### src/rtl/spi_cmd_decoder.sv
// SPI-slave register-access decoder: samples SPI pins in the system clock domain,
// decodes a two-byte opcode/data frame and issues single-cycle fetch/load strobes.
module spi_cmd_decoder #(
  parameter int SYNC_STAGES = 2  // legal range 2..3
) (
  input  logic       i_sys_clk,
  input  logic       i_rst_b,
  input  logic       i_spi_sck,
  input  logic       i_spi_mosi,
  input  logic       i_spi_cs_n,
  output logic       o_spi_miso,
  output logic       o_spi_miso_oe,
  output logic [4:0] o_ioc,
  output logic [7:0] o_data_out,
  input  logic [7:0] i_data_in_sys,
  input  logic [7:0] i_data_in_io,
  input  logic [7:0] i_data_in_smi,
  output logic       o_cs_sys,
  output logic       o_cs_io,
  output logic       o_cs_smi,
  output logic       o_fetch_cmd,
  output logic       o_load_cmd
);

  typedef enum logic [2:0] {
    S_IDLE      = 3'd0,
    S_OPCODE    = 3'd1,
    S_FETCH     = 3'd2,
    S_WAIT_DATA = 3'd3,
    S_DATA      = 3'd4,
    S_COMMIT    = 3'd5,
    S_DONE      = 3'd6
  } state_t;

  state_t r_state;
  state_t w_state_nxt;

  logic [SYNC_STAGES-1:0] r_sck_sync;
  logic [SYNC_STAGES-1:0] r_mosi_sync;
  logic [SYNC_STAGES-1:0] r_csn_sync;
  logic                   r_sck_prev;
  logic                   r_csn_prev;

  logic [7:0] r_rx_sr;
  logic [7:0] r_tx_sr;
  logic [4:0] r_bit_cnt;
  logic [7:0] r_opcode;
  logic [4:0] r_ioc;
  logic [7:0] r_data_out;

  logic       w_sck;
  logic       w_mosi;
  logic       w_csn;
  logic       w_sck_rise;
  logic       w_sck_fall;
  logic       w_cs_fall;
  logic [7:0] w_rx_next;
  logic       w_in_frame;
  logic       w_opcode_done;
  logic       w_data_done;
  logic       w_commit;
  logic       w_tx_shift;
  logic [7:0] w_rd_data;
  logic       w_strobe;

  assign w_sck      = r_sck_sync[SYNC_STAGES-1];
  assign w_mosi     = r_mosi_sync[SYNC_STAGES-1];
  assign w_csn      = r_csn_sync[SYNC_STAGES-1];
  assign w_sck_rise = w_sck & ~r_sck_prev;
  assign w_sck_fall = ~w_sck & r_sck_prev;
  assign w_cs_fall  = ~w_csn & r_csn_prev;
  assign w_rx_next  = {r_rx_sr[6:0], w_mosi};

  // SCK rises keep counting through FETCH/WAIT_DATA so a fast host cannot desync the frame.
  assign w_in_frame    = (r_state == S_OPCODE) || (r_state == S_FETCH) ||
                         (r_state == S_WAIT_DATA) || (r_state == S_DATA);
  assign w_opcode_done = (r_state == S_OPCODE) && w_sck_rise && (r_bit_cnt == 5'd7);
  assign w_data_done   = (r_state == S_DATA) && w_sck_rise && (r_bit_cnt == 5'd15);
  assign w_commit      = r_opcode[7] && (r_opcode[6:5] != 2'b11);
  assign w_tx_shift    = (r_state == S_DATA) && w_sck_fall &&
                         (r_bit_cnt >= 5'd9) && (r_bit_cnt <= 5'd15);

  always_comb begin
    w_rd_data = 8'h00;
    case (r_opcode[6:5])
      2'b00:   w_rd_data = i_data_in_sys;
      2'b01:   w_rd_data = i_data_in_io;
      2'b10:   w_rd_data = i_data_in_smi;
      default: w_rd_data = 8'h00;
    endcase
  end

  // Pin synchronisers reset to the idle bus level: SCK low, CSn high.
  always_ff @(posedge i_sys_clk) begin
    if (!i_rst_b) begin
      r_sck_sync  <= '0;
      r_mosi_sync <= '0;
      r_csn_sync  <= '1;
      r_sck_prev  <= 1'b0;
      r_csn_prev  <= 1'b1;
    end else begin
      r_sck_sync  <= {r_sck_sync[SYNC_STAGES-2:0], i_spi_sck};
      r_mosi_sync <= {r_mosi_sync[SYNC_STAGES-2:0], i_spi_mosi};
      r_csn_sync  <= {r_csn_sync[SYNC_STAGES-2:0], i_spi_cs_n};
      r_sck_prev  <= w_sck;
      r_csn_prev  <= w_csn;
    end
  end

  always_ff @(posedge i_sys_clk) begin
    if (!i_rst_b) begin
      r_state <= S_IDLE;
    end else begin
      r_state <= w_state_nxt;
    end
  end

  always_comb begin
    w_state_nxt = r_state;
    if (w_csn) begin
      w_state_nxt = S_IDLE;
    end else begin
      case (r_state)
        S_IDLE: begin
          if (w_cs_fall) w_state_nxt = S_OPCODE;
        end
        S_OPCODE: begin
          if (w_opcode_done) begin
            if (!w_rx_next[7] && (w_rx_next[6:5] != 2'b11)) w_state_nxt = S_FETCH;
            else                                             w_state_nxt = S_DATA;
          end
        end
        S_FETCH:     w_state_nxt = S_WAIT_DATA;
        S_WAIT_DATA: w_state_nxt = S_DATA;
        S_DATA: begin
          if (w_data_done) w_state_nxt = w_commit ? S_COMMIT : S_DONE;
        end
        S_COMMIT:    w_state_nxt = S_DONE;
        S_DONE:      w_state_nxt = S_DONE;
        default:     w_state_nxt = S_IDLE;
      endcase
    end
  end

  assign w_strobe    = (r_state == S_FETCH) || (r_state == S_COMMIT);
  always_comb begin
    o_fetch_cmd = (r_state == S_FETCH);
    o_load_cmd  = (r_state == S_COMMIT);
    o_cs_sys    = w_strobe && (r_opcode[6:5] == 2'b00);
    o_cs_io     = w_strobe && (r_opcode[6:5] == 2'b01);
    o_cs_smi    = w_strobe && (r_opcode[6:5] == 2'b10);
  end

  // r_ioc/r_data_out load on the edge entering FETCH/COMMIT so they are valid with the strobe.
  always_ff @(posedge i_sys_clk) begin
    if (!i_rst_b) begin
      r_rx_sr    <= 8'h00;
      r_tx_sr    <= 8'h00;
      r_bit_cnt  <= 5'd0;
      r_opcode   <= 8'h00;
      r_ioc      <= 5'd0;
      r_data_out <= 8'h00;
    end else if (w_csn) begin
      r_rx_sr   <= 8'h00;
      r_tx_sr   <= 8'h00;
      r_bit_cnt <= 5'd0;
    end else begin
      if ((r_state == S_IDLE) && w_cs_fall) begin
        r_bit_cnt <= 5'd0;
        r_tx_sr   <= 8'h00;
      end
      if (w_in_frame && w_sck_rise) begin
        r_rx_sr <= w_rx_next;
        if (r_bit_cnt != 5'd16) r_bit_cnt <= r_bit_cnt + 5'd1;
      end
      if (w_opcode_done) begin
        r_opcode <= w_rx_next;
        if (!w_rx_next[7] && (w_rx_next[6:5] != 2'b11)) r_ioc <= w_rx_next[4:0];
      end
      if (r_state == S_WAIT_DATA) r_tx_sr <= w_rd_data;
      if (w_tx_shift) r_tx_sr <= {r_tx_sr[6:0], 1'b0};
      if (w_data_done && w_commit) begin
        r_ioc      <= r_opcode[4:0];
        r_data_out <= w_rx_next;
      end
    end
  end

  assign o_ioc         = r_ioc;
  assign o_data_out    = r_data_out;
  assign o_spi_miso    = r_tx_sr[7];
  assign o_spi_miso_oe = ~w_csn;

endmodule

### config.mk
export PLATFORM = sky130hd
export DESIGN_NAME = spi_cmd_decoder
export DESIGN_NICKNAME = d
export VERILOG_FILES = /design/src/rtl/spi_cmd_decoder.sv
export SDC_FILE = /design/constraint.sdc
export NUM_CORES = 1
export LEC_CHECK = 0
export ABC_AREA = 1
export CORE_MARGIN = 2
export CORE_UTILIZATION = 55
export CTS_CLUSTER_DIAMETER = 120
export DETAILED_ROUTE_END_ITERATION = 8
export GPL_TIMING_DRIVEN = 0
export HOLD_SLACK_MARGIN = 0.12
export PLACE_DENSITY = 0.84
export SLEW_MARGIN = 20
export SYNTH_ARGS = -nofsm -noshare
export SYNTH_HDL_FRONTEND = slang
export SYNTH_SLANG_ARGS = --single-unit
### constraint.sdc
create_clock -name i_sys_clk -period 2.8 [get_ports i_sys_clk]
set_clock_uncertainty 0.05 [all_clocks]
set_input_delay 0.28 -clock i_sys_clk [delete_from_list [all_inputs] [get_ports i_sys_clk]]
set_output_delay 0.28 -clock i_sys_clk [all_outputs]
set_load 0.1 [all_outputs]
==> summary.txt <==
Status: completed
Max-slew violations: 0
Area fraction of the dominant cell type after synthesis: 0.409
GRT Util Overall: 0.238
ANT nets after route: 0
Pwr dens: 398 nW/um^2
Post-route design area: 3200 sq um
DRT Pass-1 Iters: 4
Synth async-reset ratio: 0
Netlist cell types: 26
CP Class: flip-flop to output port
Ratio of cells with drive above 1 in the final layout: 0.0716
Worst endpoint data arrival time: 2200 ps
Slew at the pin with the worst max-slew slack: 985 ps
Slew HR: 0.342
Worst-path clk slew: 100 ps
Routed WL: 5690 microns
Placed cell areas: 3100 sq um
Post-synth EDFFs: 0
Most common cell in the netlist: nand2_1
Worst-Skew Late Latency: 310 ps
Worst hold path class: input pin to flip-flop
Root buffer cell: clkbuf_8
Period utilization: 0.905
Initial antenna violation count: 0
Clock buffer depth: 2
Port Buf Inserts: 47
Initial DRC Count: 185
CP Max Fanout: 7
# setup viols final: 0
M3 GR Usage: 0.0556
Post-Synth Simple-Gate Area: 0.342
DRC: 0
WL/cell: 11.7 microns
Mux contribution to synthesized area: 0
Synth-to-Final Area Change: 25.8%
Post-Syn Area: 2550 sq um
Fmax: 395 MHz
Seq/Total Area, Yosys: 0.409
Worst EP required: 2470 ps
Tmin final: 2530 ps
Synth Area in XOR/XNOR: 0
Final hold vios: 0
Tot Pwr: 1.28 mW
Io pins: 49
Primary FF master, synth: dfxtp_1
Synth area leader: dfxtp_1
Die Area: 5190 sq um
Total grt overflow: 0
# clock sinks: 52
GR peak layer: met2
Syn avg cell area: 6.74 sq um
Die X: 72.0 microns
Vias in the first global route: 2224
Row count: 24
Leakage: 1.30 nW
Core Box Area: 4410 sq um
Min Hold Slack: 283 ps
Gpl congestion: 0.954
Antenna Cells: 0
RSZ-0062 raised after global routing: no
Post-Syn Nets: 411
NumNets Final: 465
Htree depth: 2
Routed vias: 2521
Met1 GRT Util: 0.339
Max_cap viols: 0
Largest net degree at the start of global routing: 19
Top cells by area, synth: dfxtp_1, nand2_1, inv_1, nand3_1, nor2_1
Chip height: 72.0 microns
Largest family of logic cells by synthesized area: simple AND/OR/NAND/NOR gates
Cell count after synthesis: 378
Starting Density: 0.577
Post-CTS setup buffer count: 0
Startpoint Class: flip-flop
Routed vias/inst: 5.20
Detailed Place HPWL: 4190 microns
Synth Area in Adders: 0.0197
Global routing usage on met2: 0.359
Cts bufs inserted: 5
Nature of the critical path endpoint: output port
Yosys warning count: 0
Worst VDD drop: 282 uV
TritonCTS clock tree: yes
Global-route wire length before repair: 9920 microns
Compound-Gate Fraction of Synth Area: 0.134
Setup TNS: 0 ps
Top post-synthesis cells by count: nand2_1, dfxtp_1, inv_1
Synth Register Bits: 52
worst max-delay path, stage by stage, from the launching register on:
cell	delay [ps]
dfxtp_1	460
inv_2	110
nor2_2	160
clkdlybuf4s50_1	1150
placed cells by master (no fill, tap or decap), types with 3 or more instances in the layout:
master,count
nor2_4,3
clkbuf_1,5
nor3_2,3
nand3_1,35
o21ai_0,23
dfxtp_1,52
nor2_1,44
a21oi_1,27
dlymetal6s2s_1,3
inv_1,48
nand2_1,97
nor2_2,3
clkbuf_8,5
a211oi_1,8
ha_1,4
nand4_1,7
clkdlybuf4s50_1,44
timing repair:
action	in CTS	in global routing
resized for setup	0	3
endpoints found under the setup margin	0	3
hold buffers	0	0
sequential cells by signal (all words and copies together), names as in the netlist:
signal       count
r_rx_sr          7
r_state          3
r_sck_sync       2
r_csn_sync       2
o_data_out       8
o_ioc            5
r_opcode         8
r_csn_prev       1
r_mosi_sync      2
r_tx_sr          8
r_bit_cnt        5
r_sck_prev       1
worst paths after layout:
| kind | from | to | slack (ps) | depth (start not counted) |
|---|---|---|---|---|
| setup / recovery | r_state[2]$_SDFFE_PP0P_ | o_load_cmd | 270 | 3 |
| hold / removal | i_rst_b | o_data_out[7]$_SDFFE_PN0P_ | 280 | 3 |
| setup reg to reg | r_bit_cnt[0]$_SDFF_PP0_ | o_ioc[0]$_SDFFE_PN0P_ | 610 | 11 |
| hold reg to reg | r_csn_sync[0]$_SDFF_PN1_ | r_csn_sync[1]$_SDFF_PN1_ | 370 | 1 |
metal layers:
| layer | vias up | part of all wire |
|---|---|---|
| li1 | 1321 | - |
| met1 | 1104 | 0.50 |
| met2 | 84 | 0.42 |
| met3 | 12 | 0.062 |
| met4 | 0 | 0.019 |
| met5 | - | 0 |
kinds of logic after synthesis:
| kind of cell | Yosys count |
|---|---|
| AND/OR/NAND/NOR | 200 |
| buffers and inverters | 60 |
| flip-flops | 52 |
| adder cells (fa/ha/maj) | 4 |
| AO/OA/AOI/OAI | 62 |
metrics by stage:
stage	util	setup WS (ps)	std cells
finish	0.726	265	485
global placement	0.702	430	477
detailed placement	0.702	413	477
floorplan	-	-307	378
CTS	0.724	36.9	485
global route	0.726	167	485
where the power goes:
part           leakage, nW  total [mW]  switching [mW]  internal [mW]
combinational        0.837      0.0777          0.0335         0.0442
sequential           0.420       0.746         0.00246          0.744
clock               0.0463       0.452           0.268          0.184
total                 1.30        1.28           0.304          0.972
layout make-up:
cell class              count  area, sq um
plain buffers              10         55.1
clock buffers               5         68.8
clock inverters             3         27.5
fillers                   370         1210
inverters                  50          188
multi-input cells         266         1280
flip-flops and latches     52         1040
well taps                  52         65.1
repair buffers             47          478
Note: power is estimated with default switching activity, not from simulation.
